### config.mk
export PLATFORM = sky130hd
export DESIGN_NAME = alarm_sequencer
export DESIGN_NICKNAME = d
export VERILOG_FILES = /design/src/rtl/alarm_sequencer_pkg.sv /design/src/rtl/alarm_sequencer_time_add_min.sv /design/src/rtl/alarm_sequencer.sv
export SDC_FILE = /design/constraint.sdc
export NUM_CORES = 1
export LEC_CHECK = 0
export ABC_AREA = 1
export CORE_MARGIN = 5
export CORE_UTILIZATION = 42
export CTS_CLUSTER_SIZE = 12
export DETAILED_ROUTE_END_ITERATION = 10
export GPL_TIMING_DRIVEN = 0
export HOLD_SLACK_MARGIN = 0.15
export PLACE_DENSITY = 0.69
export RECOVER_POWER = 50
export SLEW_MARGIN = 25
export SYNTH_ARGS = -nofsm -noshare
export SYNTH_HDL_FRONTEND = slang
export SYNTH_HIERARCHICAL = 1
export SYNTH_SLANG_ARGS = --single-unit
### constraint.sdc
create_clock -name clk -period 1.6 [get_ports clk]
set_input_delay 0.16 -clock clk [delete_from_list [all_inputs] [get_ports clk]]
set_output_delay 0.16 -clock clk [all_outputs]
set_load 0.01 [all_outputs]
### src/rtl/alarm_sequencer_pkg.sv
// ============================================================================
// Module : alarm_sequencer_pkg
// Brief  : Shared state encoding and time-field constants for the alarm sequencer.
// Rev    : 1.0  initial release
// ============================================================================
`default_nettype none

package alarm_sequencer_pkg;

  localparam int TIME_W     = 6;
  localparam int MIN_PER_HR = 60;
  localparam int HR_PER_DAY = 24;

  typedef enum logic [2:0] {
    ST_DISABLED = 3'd0,
    ST_ARMED    = 3'd1,
    ST_RINGING  = 3'd2,
    ST_REARM    = 3'd3,
    ST_SNOOZE   = 3'd4,
    ST_DONE     = 3'd5
  } state_t;

endpackage

`default_nettype wire

### src/rtl/alarm_sequencer_time_add_min.sv
// ============================================================================
// Module : time_add_min
// Brief  : Combinational hh:mm + N minutes (N in 0..59) with midnight wrap.
// Rev    : 1.0  initial release
// ============================================================================
`default_nettype none

module time_add_min
  import alarm_sequencer_pkg::*;
(
  input  logic [TIME_W-1:0] i_hour,
  input  logic [TIME_W-1:0] i_min,
  input  logic [TIME_W-1:0] i_add_min,
  output logic [TIME_W-1:0] o_hour,
  output logic [TIME_W-1:0] o_min
);

  logic [TIME_W:0]   w_min_sum;
  logic [TIME_W:0]   w_min_wrap;
  logic [TIME_W-1:0] w_hour_inc;

  always_comb begin
    w_min_sum  = {1'b0, i_min} + {1'b0, i_add_min};
    w_min_wrap = w_min_sum - (TIME_W + 1)'(MIN_PER_HR);
    w_hour_inc = i_hour + TIME_W'(1);
    o_hour     = i_hour;
    o_min      = w_min_sum[TIME_W-1:0];
    if (w_min_sum >= (TIME_W + 1)'(MIN_PER_HR)) begin
      o_min  = w_min_wrap[TIME_W-1:0];
      o_hour = (w_hour_inc == TIME_W'(HR_PER_DAY)) ? '0 : w_hour_inc;
    end
  end

endmodule

`default_nettype wire

### src/rtl/alarm_sequencer.sv
// ============================================================================
// Module : alarm_sequencer
// Brief  : Drives the alarm comparator and owns ring, snooze and dismiss.
// Rev    : 1.0  initial release
// ============================================================================
`default_nettype none

module alarm_sequencer
  import alarm_sequencer_pkg::*;
#(
  parameter int SNOOZE_MIN   = 5,
  parameter int MAX_SNOOZE   = 3,
  parameter int RING_TIMEOUT = 60
) (
  input  logic              clk,
  input  logic              reset,
  input  logic              tick_1hz,
  input  logic              alarm_enable,
  input  logic              snooze_btn,
  input  logic              stop_btn,
  input  logic [TIME_W-1:0] set_hour,
  input  logic [TIME_W-1:0] set_min,
  input  logic [TIME_W-1:0] now_hour,
  input  logic [TIME_W-1:0] now_min,
  input  logic              cmp_alarm,
  output logic              cmp_enable,
  output logic [TIME_W-1:0] cmp_hour,
  output logic [TIME_W-1:0] cmp_min,
  output logic              buzzer,
  output logic              ringing,
  output logic              snoozing,
  output logic [1:0]        snooze_cnt
);

  localparam logic [7:0]        c_RING_TIMEOUT = 8'(RING_TIMEOUT);
  localparam logic [2:0]        c_MAX_SNOOZE   = 3'(MAX_SNOOZE);
  localparam logic [TIME_W-1:0] c_SNOOZE_MIN   = TIME_W'(SNOOZE_MIN);

  state_t            r_state;
  state_t            w_next_state;
  logic [7:0]        r_ring_cnt;
  logic [TIME_W-1:0] r_done_min;
  logic [TIME_W-1:0] w_snz_hour;
  logic [TIME_W-1:0] w_snz_min;
  logic              w_timeout;
  logic              w_snooze_ok;

  time_add_min u_snooze_add (
    .i_hour    (now_hour),
    .i_min     (now_min),
    .i_add_min (c_SNOOZE_MIN),
    .o_hour    (w_snz_hour),
    .o_min     (w_snz_min)
  );

  always_comb begin
    w_next_state = r_state;
    w_timeout    = (r_ring_cnt == c_RING_TIMEOUT);
    w_snooze_ok  = ({1'b0, snooze_cnt} < c_MAX_SNOOZE);
    case (r_state)
      ST_DISABLED: if (alarm_enable) w_next_state = ST_ARMED;
      ST_ARMED:    if (cmp_alarm) w_next_state = ST_RINGING;
      ST_RINGING: begin
        if (stop_btn)
          w_next_state = ST_DONE;
        else if (snooze_btn || w_timeout)
          w_next_state = w_snooze_ok ? ST_REARM : ST_DONE;
      end
      ST_REARM:    w_next_state = ST_SNOOZE;
      ST_SNOOZE: begin
        if (stop_btn)       w_next_state = ST_DONE;
        else if (cmp_alarm) w_next_state = ST_RINGING;
      end
      // Hold off re-arming until the minute rolls over, so a still-matching
      // comparator cannot immediately re-trigger.
      ST_DONE:     if (now_min != r_done_min) w_next_state = ST_ARMED;
      default:     w_next_state = ST_DISABLED;
    endcase
    if (!alarm_enable) w_next_state = ST_DISABLED;
  end

  // Outputs are registered from the next state so they line up with r_state.
  always_ff @(posedge clk or negedge reset) begin
    if (!reset) begin
      r_state    <= ST_DISABLED;
      r_ring_cnt <= '0;
      r_done_min <= '0;
      cmp_enable <= 1'b0;
      cmp_hour   <= '0;
      cmp_min    <= '0;
      buzzer     <= 1'b0;
      ringing    <= 1'b0;
      snoozing   <= 1'b0;
      snooze_cnt <= '0;
    end else begin
      r_state    <= w_next_state;
      cmp_enable <= (w_next_state == ST_ARMED) || (w_next_state == ST_RINGING) ||
                    (w_next_state == ST_SNOOZE);
      ringing    <= (w_next_state == ST_RINGING);
      snoozing   <= (w_next_state == ST_REARM) || (w_next_state == ST_SNOOZE);

      case (w_next_state)
        ST_DISABLED, ST_ARMED: begin
          cmp_hour <= set_hour;
          cmp_min  <= set_min;
        end
        ST_REARM: begin
          cmp_hour <= w_snz_hour;
          cmp_min  <= w_snz_min;
        end
        default: ;
      endcase

      if (w_next_state == ST_RINGING) begin
        if (r_state != ST_RINGING) begin
          buzzer     <= 1'b1;
          r_ring_cnt <= '0;
        end else if (tick_1hz) begin
          buzzer     <= ~buzzer;
          r_ring_cnt <= r_ring_cnt + 8'd1;
        end
      end else begin
        buzzer <= 1'b0;
      end

      if (w_next_state == ST_DONE || w_next_state == ST_DISABLED)
        snooze_cnt <= '0;
      else if (w_next_state == ST_REARM && r_state != ST_REARM)
        snooze_cnt <= snooze_cnt + 2'd1;

      if (w_next_state == ST_DONE && r_state != ST_DONE)
        r_done_min <= now_min;
    end
  end

endmodule

`default_nettype wire

# [Yosys cells after proc, flatten, opt, wreduce, memory -nomap -nowiden]
# Cells that the tools add are included.
[word_totals] ram_bits=0 mem_count=0 regBits=35 input_bits=31 wordCells=69 output_inout_bits=18 latchBits=0 romBits=0
[op_classes] n_reduce_logical=14 n_eq_ne=17 n_bitwise=1 mux=20 order_cmp=2 n_mul=0 n_div=0 add_sub_neg=5 shifts=0
[ops] op="one-hot mux 6 bit (2 select lines)" n=2
[ops] op="2-to-1 mux 3 bit" n=7
[ops] op="2-to-1 mux 6 bit" n=3
[ops] op="one-hot mux 3 bit (6 select lines)" n=1
[ops] op="2-to-1 mux 8 bit" n=2
[ops] op="equality test 3 x 2 -> 1 bit (second input constant)" n=4
[ops] op="equality test 3 bit (second input constant)" n=4
[ops] op="!= test 3 x 2 -> 1 bit (second input constant)" n=3
[ops] op="adder 8 x 1 -> 8 bit (second input constant)" n=1
[ops] op="equality test 8 x 6 -> 1 bit (second input constant)" n=1
[ops] op="adder 6 x 3 -> 7 bit (second input constant)" n=1
[ops] op=">= comparator 7 x 6 -> 1 bit (second input constant)" n=1
[ops] op="adder 6 x 1 -> 6 bit (second input constant)" n=1
[ops] op="equality test 3 x 1 -> 1 bit (second input constant)" n=2
[ops] op="equality test 6 x 5 -> 1 bit (second input constant)" n=1
[ops] op="logical NOT 3 bit" n=2
[ops] op="!= test 6 bit" n=1
[ops] op="nonzero test 2 bit" n=3
[ops] op="subtractor 6 bit (second input constant)" n=1
[ops] op="logical OR 1 bit" n=5
[ops] op="2-to-1 mux 2 bit" n=2
[ops] op="2-to-1 mux 1 bit" n=3
[ops] op="!= test 3 bit (second input constant)" n=1
[ops] op="adder 2 x 1 -> 2 bit (second input constant)" n=1
[ops] op="other kinds (5)" n=6

# [Logic depth before layout (Yosys ltp)]
[logic_depth] word_depth=10 depth_mapped=18

# [Modules after synthesis]
# Netlist, hierarchy kept.
[by_module_without_submodules] module="alarm_sequencer" cells_per_inst=295 area_per_inst_um2=2078.2 seq_area_each_um2=875.8 instances=1
[by_module_without_submodules] module="time_add_min" cells_per_inst=109 area_per_inst_um2=616.8 seq_area_each_um2=0.0 instances=1

# [Worst setup path before layout]
# OpenSTA, ideal clock, no wires.
[synth_path] path_kind="input-to-reg" from="input now_min[0]" to="register cmp_hour[2]" setup_ps=65 setup_slack_ps=-385 arrival_time_ps=1920 n_path_buf=0 stages=15 path_cell_list="ha_1 inv_1 fa_1 xnor2_2 ha_1 nand2_1 nand2_1 nand3_4 nand2_4 nand2_1 nand2_1 nand4_1 nand2_1 nand2_1 nand2_1"
[synth_between] elab_cells_between_ends=13 cone_classes="1 x add/sub; 1 x order compare; 3 x eq/ne; 5 x mux; 3 x reduce/logical"
[synth_lines] item="start: declaration" line="alarm_sequencer.sv:24" rtl="input logic [TIME_W-1:0] now_min,"
[synth_lines] item="adder 6 x 3 -> 7 bit" line="alarm_sequencer_time_add_min.sv:23" rtl="w_min_sum = {1'b0, i_min} + {1'b0, i_add_min};"
[synth_lines] item=">= comparator 7 x 6 -> 1 bit" line="alarm_sequencer_time_add_min.sv:28" rtl="if (w_min_sum >= (TIME_W + 1)'(MIN_PER_HR)) begin"
[synth_lines] item="2-to-1 mux 6 bit" line="alarm_sequencer_time_add_min.sv:28"
[synth_lines] item="named net w_snz_hour[2]" line="alarm_sequencer.sv:43" rtl="logic [TIME_W-1:0] w_snz_hour;"
[synth_lines] item="one-hot mux 6 bit (2 select lines)" line="alarm_sequencer.sv:102" rtl="case (w_next_state)"
[synth_lines] item="end signal: assignment" line="alarm_sequencer.sv:104" rtl="cmp_hour <= set_hour;"
[synth_lines] item="end signal: assignment" line="alarm_sequencer.sv:108" rtl="cmp_hour <= w_snz_hour;"
[synth_lines] item="end: declaration" line="alarm_sequencer.sv:27" rtl="output logic [TIME_W-1:0] cmp_hour,"
# The timed path passes the listed nets, and every way through them passes these cells.
# A chain may end at the register's enable or synchronous reset.

# [Worst setup path in the final report]
[layout_path] from="register r_ring_cnt[1]" to="register snooze_cnt[1]"
[layout_between] elab_chain_cells=9 elab_cells_between_ends=13 cone_classes="3 x eq/ne; 5 x mux; 5 x reduce/logical"
[layout_rtl] item="start: declaration" line="alarm_sequencer.sv:41" rtl="logic [7:0] r_ring_cnt;"
[layout_rtl] item="start signal: assignment" line="alarm_sequencer.sv:120" rtl="r_ring_cnt <= r_ring_cnt + 8'd1;"
[layout_rtl] item="equality test 8 x 6 -> 1 bit (*)" line="alarm_sequencer.sv:58" rtl="w_timeout = (r_ring_cnt == c_RING_TIMEOUT);"
[layout_rtl] item="logical OR 1 bit (*)" line="alarm_sequencer.sv:66" rtl="else if (snooze_btn || w_timeout)"
[layout_rtl] item="2-to-1 mux 3 bit (*)" line="alarm_sequencer.sv:66"
[layout_rtl] item="2-to-1 mux 3 bit (*)" line="alarm_sequencer.sv:64" rtl="if (stop_btn)"
[layout_rtl] item="one-hot mux 3 bit (6 select lines) (*)" line="alarm_sequencer.sv:60" rtl="case (r_state)"
[layout_rtl] item="2-to-1 mux 3 bit (*)" line="alarm_sequencer.sv:79" rtl="if (!alarm_enable) w_next_state = ST_DISABLED;"
[layout_rtl] item="equality test 3 bit (tied with other cells)" line="alarm_sequencer.sv:126" rtl="if (w_next_state == ST_DONE || w_next_state == ST_DISABLED)"
[layout_rtl] item="logical OR 1 bit or logical AND 1 bit (tied branches)" line="alarm_sequencer.sv:126, alarm_sequencer.sv:128"
[layout_rtl] item="2-to-1 mux 2 bit or nonzero test 2 bit (tied branches)"
[layout_rtl] item="end signal: assignment" line="alarm_sequencer.sv:129" rtl="snooze_cnt <= snooze_cnt + 2'd1;"
[layout_rtl] item="end: declaration" line="alarm_sequencer.sv:32" rtl="output logic [1:0] snooze_cnt"
# Mark *: on every way between the ends. The rest lies on a longest branch, timed or not.

==> flow_summary.json <==
{
  "syn_to_final_growth_pct": 54.27,
  "tns_ns": -4.802,
  "status": "complete, but fails checks",
  "dieArea_mm2": 0.008119,
  "total_leakage_power_nw": 2.029,
  "synthArstFlopShare_pct": 100.0,
  "ys.flop_type": "dfrtp_1",
  "grt_usage_pct": 18.46,
  "synth_top_area_share_pct": 32.50,
  "grt_max_degree": 25,
  "ys_types": 34,
  "die_h_um": 90.11,
  "instances_no_fill": 585,
  "multi_input_area_mm2": 0.002027,
  "final_util_pct": 65.85,
  "hold_class": "input pin to flop",
  "max-clock-path-buffers": 2,
  "violations": "negative setup slack",
  "vias": 2929,
  "r2r_cells": 15,
  "critical_path_class": "flop to flop",
  "antenna_found_initial": 0,
  "clkTransAtPathRegs_ns": 0.08,
  "overflow": 0,
  "synth_area_leaders": "dfrtp_1 (32%), nand2_1 (24%), inv_1 (5.8%)",
  "timing.final.crit_share_pct": 112.5,
  "final_cell_area_mm2": 0.004158,
  "synth_seq_area_share_pct": 32.50,
  "fmax_ghz": 0.5554,
  "nets": 550,
  "io_pins": 49,
  "cellPowerDensity_mw_per_mm2": 756.7,
  "placed_cell_area_mm2": 0.003410,
  "first_pass_iters": 4,
  "ctsRootBufferMaster": "clkbuf_8",
  "drv_slew": 0,
  "holdPathStages": 3,
  "final.setup.worst_slack_ns": -0.2006,
  "register_area_um2": 877.1,
  "ys_ff_latch": 35,
  "wl_per_cell_um": 13.31,
  "clock-sinks": 35,
  "p_total_w": 0.003146,
  "critical_path_arrival_ns": 1.99,
  "antennaDiodeCount": 0,
  "fin_crit_ns": 1.801,
  "clock_latency_ns": 0.29,
  "synthCells": 404,
  "drt_wl_total_mm": 7.789,
  "viasPerCell": 5.007,
  "htreeDepth": 2,
  "hpwl_mm": 5.012,
  "synth_commonest_cells": "nand2_1 (171), inv_1 (42), dfrtp_1 (35), nor2_1 (29), nand3_1 (25)",
  "grt_first_pass_wirelength_mm": 12.87,
  "ant_nets": 0,
  "fillerInstances": 553,
  "drive_gt1_share_pct": 32.48,
  "dp.cells": 534,
  "start_util_pct": 42.69,
  "dieWidth_um": 90.11,
  "synth.most_common_cell": "nand2_1",
  "crit_path_start_kind": "flop",
  "tritoncts": "yes",
  "rsz0062_at_grt": "true",
  "tightest_slew_ns": 0.6736,
  "gp_congestion": 0.8523,
  "drtIter0Drc": 104,
  "yosys.area.top_type": "dfrtp_1",
  "relSlewSlack_pct": 55.10,
  "core_mm2": 0.006314,
  "worstPathMaxFanout": 7,
  "hold_viol_final": 0,
  "synth_area_mm2": 0.002695,
  "postSynthAreaPerCell_um2": 6.671,
  "synth_edf_count": 0,
  "drv_cap": 0,
  "final.setup_skew_ns": 0.007237,
  "required_ns": 1.79,
  "rows": 29,
  "critPathCaptureType": "flop",
  "portBuffers": 47,
  "cts_buffers": 5,
  "grt_pass1_vias": 2918,
  "ir_worst_vdd_mv": 0.4105,
  "drc_errors": 0,
  "ys_warn_count": 6,
  "finalSetupViolCount": 32
}
## sequential cells by signal (all words and copies together), names as in the netlist
name and count:
r_ring_cnt 8, r_state 3, snoozing 1, cmp_enable 1, buzzer 1, snooze_cnt 2, cmp_min 6, cmp_hour 6
r_done_min 6, ringing 1
## final cells by class
cell class	instances	share of cell area, %
Multi-Input combinational cell	318	48.75
Sequential cell	35	21.10
Timing Repair Buffer	88	18.87
Inverter	50	4.995
Tap cell	77	2.317
Clock buffer	5	1.655
Buffer	8	1.595
Clock inverter	3	0.5718
Timing Repair inverter	1	0.1505
## worst max-delay path, stage by stage (launching register included)
cell and delay [ns]:
dfrtp_1 0.41, inv_2 0.09, ha_4 0.13, nand2_2 0.04, nor2_1 0.09, nand2_1 0.09
nand2_2 0.09, nand2_2 0.06, nand2_4 0.12, nand2_4 0.08, nor2_4 0.19, nand2_1 0.09
nand2_2 0.11, inv_2 0.03, nand2_1 0.04, inv_1 0.03
## repair_timing
item,4_1_cts,5_1_grt
setup endpoints to repair,31,32
endpoints found under the hold margin,35,0
pin swaps,28,47
gates resized for setup,56,59
gates cloned,5,1
setup buffers,23,13
hold buffers,1,0
## placed cells by master, fill, tap and decap left out, drive strengths merged
cell / instances
nor3: 1
clkinvlp: 2
a21oi: 6
nand2: 182
inv: 52
clkbuf: 8
conb: 7
dlygate4sd2: 2
nand3: 33
nor4: 1
dfrtp: 35
a31oi: 1
xor2: 5
xnor2: 4
and2: 1
nor3b: 2
fa: 1
nor2: 31
dlygate4sd3: 1
or2: 2
clkdlybuf4s50: 40
nand4: 21
ha: 11
o21ai: 5
buf: 50
nand3b: 4
## stage by stage
step | hold WS (ns) | setup WS [ns]
after floorplan | -0.1356 | -0.1828
after global placement | 0.4655 | -1.165
after detailed placement | 0.07656 | -1.176
after CTS | 0.1866 | -0.1410
after global routing | 0.1952 | -0.3469
final | 0.1847 | -0.2006
## path summary, 6_finish.rpt
check                                       endpoint                      start  slack, ns
setup / recovery           snooze_cnt[1]$_DFFE_PN0P_  r_ring_cnt[1]$_DFFE_PN0P_      -0.20
hold / removal             r_done_min[2]$_DFFE_PN0P_                 now_min[2]       0.18
setup reg to reg           snooze_cnt[1]$_DFFE_PN0P_  r_ring_cnt[1]$_DFFE_PN0P_      -0.20
hold reg to reg               cmp_min[4]$_DFFE_PN0P_     cmp_min[4]$_DFFE_PN0P_       0.48
max in group asynchronous       r_state[0]$_DFF_PN0_                      reset       0.31
min in group asynchronous  r_ring_cnt[6]$_DFFE_PN0P_                      reset       0.42
## logic make-up after synthesis
kind of cell,after synthesis,synth area share [%]
other,2,0.2787
adder cells (fa/ha/maj),12,5.850
flip-flops,35,32.50
XOR/XNOR,9,3.204
AO/OA/AOI/OAI,12,2.414
buffers and inverters,58,8.913
AND/OR/NAND/NOR,276,46.84
## metal layers
metal / vias to the layer above / global-route usage (%) / share of wire, %
met1: 1368 / 22.15 / 42
met2: 65 / 33.05 / 52
met5: - / 0 / 0
met4: 0 / 4.839 / 1.7
li1: 1480 / - / -
met3: 16 / 4.174 / 4.1
## where the power goes
group | switching, W | internal (W) | leakage, nW
logic | 0.000730 | 0.000638 | 1.54
registers | 0.0000956 | 0.00101 | 0.450
clock network | 0.000359 | 0.000311 | 0.0408
No activity file was read; power rests on OpenSTA's default activity.
